--- config.mk ---
export PLATFORM = sky130hd
export DESIGN_NAME = sr_ff_driver_flat
export DESIGN_NICKNAME = d
export VERILOG_FILES = /design/src/rtl/sr_ff_driver_if.sv /design/src/rtl/sr_ff_driver.sv /design/src/flat_wrapper.sv
export SDC_FILE = /design/constraint.sdc
export NUM_CORES = 1
export LEC_CHECK = 0
export ABC_AREA = 1
export CAP_MARGIN = 20
export CORE_UTILIZATION = 54
export DETAILED_ROUTE_END_ITERATION = 12
export PLACE_DENSITY = 0.89
export SYNTH_ARGS = -nofsm -noshare
export SYNTH_HDL_FRONTEND = slang
export SYNTH_SLANG_ARGS = --single-unit
export TNS_END_PERCENT = 50
--- constraint.sdc ---
create_clock -name clk -period 2.15 [get_ports clk]
set_clock_uncertainty 0.1 [all_clocks]
set_input_delay 0.645 -clock clk [delete_from_list [all_inputs] [get_ports clk]]
set_output_delay 0.645 -clock clk [all_outputs]
set_load 0.02 [all_outputs]
--- src/rtl/sr_ff_driver_if.sv ---
// Command/feedback bundle between a controller (master) and the SR flip-flop driver (slave).
// q_fb is carried here so the driver sees the driven element's output alongside the command.
interface sr_ff_driver_if #(
    parameter int HOLD_W = 8
);
    logic              cmd_valid;
    logic              cmd_ready;
    logic              cmd_level;
    logic [HOLD_W-1:0] cmd_hold;
    logic              q_fb;
    logic              s;
    logic              r;
    logic              busy;
    logic              done;
    logic              err;
    logic [7:0]        err_cnt;

    modport master (
        output cmd_valid, cmd_level, cmd_hold, q_fb,
        input  cmd_ready, s, r, busy, done, err, err_cnt
    );

    modport slave (
        input  cmd_valid, cmd_level, cmd_hold, q_fb,
        output cmd_ready, s, r, busy, done, err, err_cnt
    );
endinterface

--- src/rtl/sr_ff_driver.sv ---
// Turns "drive q to level L, then hold for N cycles" commands into registered S/R pulses,
// confirms the result through q feedback and reports done or a timeout error.
//
// state   | meaning
// IDLE    | ready for a command
// PULSE   | s or r asserted, counting PULSE_LEN cycles
// WAIT_Q  | waiting up to TIMEOUT cycles for q_fb to reach the target
// HOLD    | q confirmed (or already correct), counting the requested hold
module sr_ff_driver #(
    parameter int PULSE_LEN = 1,
    parameter int TIMEOUT   = 4,
    parameter int HOLD_W    = 8
) (
    input  logic            clk,
    input  logic            rst,
    sr_ff_driver_if.slave   bus
);
    localparam int PW = (PULSE_LEN > 1) ? $clog2(PULSE_LEN) : 1;
    localparam int TW = (TIMEOUT > 1) ? $clog2(TIMEOUT) : 1;
    localparam logic [PW-1:0] PULSE_LAST = PW'(PULSE_LEN - 1);
    localparam logic [TW-1:0] TMO_LAST   = TW'(TIMEOUT - 1);

    typedef enum logic [1:0] {
        ST_IDLE,
        ST_PULSE,
        ST_WAIT_Q,
        ST_HOLD
    } state_e;

    state_e            state_q, state_d;
    logic              level_q, level_d;
    logic [HOLD_W-1:0] hold_q, hold_d;
    logic [PW-1:0]     pulse_cnt_q, pulse_cnt_d;
    logic [TW-1:0]     tmo_cnt_q, tmo_cnt_d;
    logic [HOLD_W-1:0] hold_cnt_q, hold_cnt_d;
    logic              s_q, s_d;
    logic              r_q, r_d;
    logic              done_q, done_d;
    logic              err_q, err_d;
    logic [7:0]        err_cnt_q, err_cnt_d;

    always_ff @(posedge clk) begin
        if (rst) begin
            state_q     <= ST_IDLE;
            level_q     <= 1'b0;
            hold_q      <= '0;
            pulse_cnt_q <= '0;
            tmo_cnt_q   <= '0;
            hold_cnt_q  <= '0;
            s_q         <= 1'b0;
            r_q         <= 1'b0;
            done_q      <= 1'b0;
            err_q       <= 1'b0;
            err_cnt_q   <= '0;
        end else begin
            state_q     <= state_d;
            level_q     <= level_d;
            hold_q      <= hold_d;
            pulse_cnt_q <= pulse_cnt_d;
            tmo_cnt_q   <= tmo_cnt_d;
            hold_cnt_q  <= hold_cnt_d;
            s_q         <= s_d;
            r_q         <= r_d;
            done_q      <= done_d;
            err_q       <= err_d;
            err_cnt_q   <= err_cnt_d;
        end
    end

    always_comb begin
        state_d     = state_q;
        level_d     = level_q;
        hold_d      = hold_q;
        pulse_cnt_d = pulse_cnt_q;
        tmo_cnt_d   = tmo_cnt_q;
        hold_cnt_d  = hold_cnt_q;
        s_d         = s_q;
        r_d         = r_q;
        done_d      = 1'b0;
        err_d       = 1'b0;
        err_cnt_d   = err_cnt_q;

        case (state_q)
            ST_IDLE: begin
                if (bus.cmd_valid) begin
                    level_d = bus.cmd_level;
                    hold_d  = bus.cmd_hold;
                    // Already at the target level: skip the pulse entirely.
                    if (bus.q_fb == bus.cmd_level) begin
                        state_d    = ST_HOLD;
                        hold_cnt_d = bus.cmd_hold;
                    end else begin
                        state_d     = ST_PULSE;
                        s_d         = bus.cmd_level;
                        r_d         = ~bus.cmd_level;
                        pulse_cnt_d = PULSE_LAST;
                    end
                end
            end
            ST_PULSE: begin
                if (pulse_cnt_q == '0) begin
                    s_d       = 1'b0;
                    r_d       = 1'b0;
                    state_d   = ST_WAIT_Q;
                    tmo_cnt_d = '0;
                end else begin
                    pulse_cnt_d = pulse_cnt_q - PW'(1);
                end
            end
            ST_WAIT_Q: begin
                if (bus.q_fb == level_q) begin
                    state_d    = ST_HOLD;
                    hold_cnt_d = hold_q;
                end else if (tmo_cnt_q == TMO_LAST) begin
                    state_d = ST_IDLE;
                    err_d   = 1'b1;
                    if (err_cnt_q != 8'hFF) begin
                        err_cnt_d = err_cnt_q + 8'd1;
                    end
                end else begin
                    tmo_cnt_d = tmo_cnt_q + TW'(1);
                end
            end
            ST_HOLD: begin
                if (hold_cnt_q == '0) begin
                    state_d = ST_IDLE;
                    done_d  = 1'b1;
                end else begin
                    hold_cnt_d = hold_cnt_q - HOLD_W'(1);
                end
            end
            default: state_d = ST_IDLE;
        endcase
    end

    assign bus.cmd_ready = (state_q == ST_IDLE);
    assign bus.busy      = (state_q != ST_IDLE);
    assign bus.s         = s_q;
    assign bus.r         = r_q;
    assign bus.done      = done_q;
    assign bus.err       = err_q;
    assign bus.err_cnt   = err_cnt_q;
endmodule
--- src/flat_wrapper.sv ---
// flat-port wrapper written by rule: the top's interface ports become plain ports
module sr_ff_driver_flat 
#(
    parameter int PULSE_LEN = 1,
    parameter int TIMEOUT   = 4,
    parameter int HOLD_W    = 8
)
  (clk, rst, bus_cmd_valid, bus_cmd_level, bus_cmd_hold, bus_q_fb, bus_cmd_ready, bus_s, bus_r, bus_busy, bus_done, bus_err, bus_err_cnt);
  sr_ff_driver_if #(.HOLD_W(HOLD_W)) bus_i ();
  input  logic clk;
  input  logic rst;
  input wire logic [$bits(bus_i.cmd_valid)-1:0] bus_cmd_valid;
  input wire logic [$bits(bus_i.cmd_level)-1:0] bus_cmd_level;
  input wire logic [$bits(bus_i.cmd_hold)-1:0] bus_cmd_hold;
  input wire logic [$bits(bus_i.q_fb)-1:0] bus_q_fb;
  output wire logic [$bits(bus_i.cmd_ready)-1:0] bus_cmd_ready;
  output wire logic [$bits(bus_i.s)-1:0] bus_s;
  output wire logic [$bits(bus_i.r)-1:0] bus_r;
  output wire logic [$bits(bus_i.busy)-1:0] bus_busy;
  output wire logic [$bits(bus_i.done)-1:0] bus_done;
  output wire logic [$bits(bus_i.err)-1:0] bus_err;
  output wire logic [$bits(bus_i.err_cnt)-1:0] bus_err_cnt;
  assign bus_i.cmd_valid = bus_cmd_valid;
  assign bus_i.cmd_level = bus_cmd_level;
  assign bus_i.cmd_hold = bus_cmd_hold;
  assign bus_i.q_fb = bus_q_fb;
  assign bus_cmd_ready = bus_i.cmd_ready;
  assign bus_s = bus_i.s;
  assign bus_r = bus_i.r;
  assign bus_busy = bus_i.busy;
  assign bus_done = bus_i.done;
  assign bus_err = bus_i.err;
  assign bus_err_cnt = bus_i.err_cnt;
  sr_ff_driver #(.PULSE_LEN(PULSE_LEN), .TIMEOUT(TIMEOUT), .HOLD_W(HOLD_W)) u_core (.clk(clk), .rst(rst), .bus(bus_i));
endmodule
==> flow_summary.yaml <==
clock_tree:
  ctsResizeCount: 3
  clkTransAtPathRegs_ps: 90
  cts_tree: "yes"
  insertion_delay_ps: 330
  postCtsSetupBuffers: 0
  clk_path_buf_depth: 2
  h-tree-depth: 2
  cts_sinks: 33
  cts-root-buf: "clkbuf_4"
  hold_buffers: 0
  cts_buffers: 5
yosys:
  ys_ff_latch: 33
  synthMostInstantiatedCell: "nand2_1"
  synth_area_leaders: "dfxtp_1 35%, nand2_1 14%, nor2_1 10%, inv_1 5.5%, nand3_1 5.5%"
  synth-edff-count: 0
  yosys.area.top_type: "dfxtp_1"
  synth_warnings: 0
  syn_inst: 290
  synth_common_cells: "70 x nand2_1, 53 x nor2_1, 33 x dfxtp_1"
  syn_area_sq_um: 1907
  synth_nets: 311
  async_reset_ff_share_pct: 0
  synth_top_area_share_pct: 34.65
  synth.distinct_cells: 28
  seq_area_frac_synth_pct: 34.65
  syn_area_per_cell_sq_um: 6.575
  synthFlopType: "dfxtp_1"
critical_path:
  cp.arrival_ps: 1340
  critPathKind: "reg -> out"
  critPathRequiredTime_ps: 1400
  cp_slowest_cell: "clkdlybuf4s50_1"
  endpoint_kind: "output port"
  critical_path.top_delay_family: "buffers and inverters"
  critical_path_peak_fanout: 4
  worst_setup_path_start_kind: "flop"
  max_stage_delay_ps: 620
  crit_chain: "clkdlybuf4s50_1"
  path_buf_inv: 1
layout:
  final_cells: 371
  final_nets: 347
  drive_gt1_share_pct: 11.38
  area_growth_pct: 21.13
  fillCellCount: 312
  antenna_cells: 0
grt:
  gr-total-overflow: 0
  grt_pass1_wl_um: 6548
  antenna_found_initial: 0
  grt_pass1_vias: 1636
  grt_max_degree: 22
  track_usage_pct: 23.55
routing:
  ant_nets: 0
  firstDrtPassIters: 4
  vias_per_cell: 4.916
  route.detailed.drc: 0
  routed_wl_um: 3838
  via_count: 1824
  wl_per_cell_um: 10.35
  drt_iter0_drc: 96
timing:
  fin_crit_sh_pct: 96.93
  tns_ps: 0
  slew-limit-headroom_pct: 60.07
  rsz0062_at_grt: "true"
  finalSetupViolCount: 0
  fmaxAchievable_mhz: 479.8
  setup_ws_ps: 65.92
  min_period_ps: 2084
  hold_viol_final: 0
  slew_violations: 0
  worst_pin_slew_ps: 598.3
min_path:
  worstHoldPathType: "reg -> reg"
floorplan:
  num_rows: 21
  dieArea_sq_um: 3773
  boundaryPins: 27
  die-height_um: 61.43
  die_w_um: 61.43
  coreArea_sq_um: 3363
  start_util_pct: 56.70
place:
  pre_cts_slack_ps: -29.97
  dpl.cell_count: 365
  gp_congestion: 0.8434
  dpl.hpwl_um: 2893
  portBuffers: 26
power_and_ir_drop:
  totalPowerFinal_w: 0.002686
  ir_drop_mv: 0.7533
  power.leakage_nw: 1.138
  cellPowerDensity_nw_per_um2: 1163
job:
  maxCapViolations: 0
outcome:
  outcome: "finished, final reports clean"
[final timing paths]
check             depth (start not counted)  slack, ps              endpoint                  start
setup reg to reg                          7        420  u_core.hold_cnt_q[6]      u_core.state_q[1]
hold reg to reg                           2        370          u_core.bus.s           u_core.bus.s
setup / recovery                          1         70        bus_err_cnt[1]  u_core.bus.err_cnt[1]
hold / removal                            2        370          u_core.bus.s           u_core.bus.s
[stage by stage]
stage / area, sq um / hold WS, ps / util [%]
4_1_cts: 2298 / 370.0 / 68.34
3_5_place_dp: 2260 / 356.4 / 67.19
3_3_place_gp: 2260 / 353.7 / 67.19
6_report: 2310 / 368.2 / 68.68
2_1_floorplan: 1907 / 342.9 / -
5_1_grt: 2310 / 393.9 / 68.68
[layout make-up]
type | count | area (sq um) | share of cell area, %
Clock buffer | 5 | 37.54 | 1.625
Sequential cell | 33 | 660.6 | 28.60
Tap cell | 46 | 57.56 | 2.492
Inverter | 33 | 123.9 | 5.363
Clock inverter | 1 | 5.005 | 0.2167
Multi-Input combinational cell | 217 | 1082 | 46.86
Timing Repair Buffer | 36 | 342.8 | 14.84
[where the power goes]
part	switching, W	total (W)	internal (W)
registers	0.000103	0.000861	0.000758
clock network	0.000200	0.000313	0.000113
logic	0.000929	0.00151	0.000584
total	0.00123	0.00269	0.00146
[cell usage in the layout (no fill, tap or decap)]
| master | instances |
|---|---|
| a211oi_1 | 1 |
| nor3_1 | 3 |
| o21bai_1 | 1 |
| nand3_1 | 21 |
| nor2_4 | 2 |
| o21ai_2 | 1 |
| clkdlybuf4s15_1 | 1 |
| inv_2 | 4 |
| o211ai_1 | 1 |
| clkinv_2 | 1 |
| clkbuf_4 | 5 |
| ha_1 | 8 |
| inv_1 | 28 |
| dlygate4sd2_1 | 2 |
| a21boi_0 | 1 |
| a22oi_1 | 6 |
| nand4_1 | 4 |
| buf_4 | 10 |
| nor2_1 | 53 |
| xor2_1 | 4 |
| or2_2 | 1 |
| nor2_2 | 5 |
| nand3_4 | 1 |
| clkdlybuf4s50_1 | 19 |
| dfxtp_1 | 33 |
| dlymetal6s2s_1 | 4 |
| nand2_1 | 70 |
| a21oi_1 | 12 |
| clkinv_1 | 1 |
| o21ai_0 | 15 |
| nand2_2 | 7 |
[worst register-to-register path, cell delays in order (launching register included)]
cell and delay (ps):
dfxtp_1 320, buf_4 140, ha_1 250, nor2_1 440, a22oi_1 160, nand2_1 110, nor2_1 40, nor2_1 100
[state kept, by name, summed over array words and instances, names as in the netlist]
register            cells
u_core.bus.done         1
u_core.bus.err          1
u_core.bus.err_cnt      8
u_core.bus.r            1
u_core.bus.s            1
u_core.hold_cnt_q       8
u_core.hold_q           8
u_core.level_q          1
u_core.state_q          2
u_core.tmo_cnt_q        2
[routing by layer]
| layer | part of all wire (%) | vias to the layer above | track usage [%] |
|---|---|---|---|
| met1 | 48 | 791 | 28.65 |
| met4 | 1.7 | 0 | 8.571 |
| met5 | 0 | - | 0 |
| met3 | 3.2 | 7 | 5.042 |
| li1 | - | 998 | - |
| met2 | 47 | 28 | 40.99 |
[cell families (layout without fill, tap and decap cells)]
logic type	after synthesis	after routing	share of synthesized area, %
fa+ha+maj	8	8	5.250
simple gates	167	167	38.19
flops	33	33	34.65
buf+inv	40	75	8.595
xor+xnor	4	4	1.837
compound gates	38	38	11.48
(Power assumes the default switching activity.)
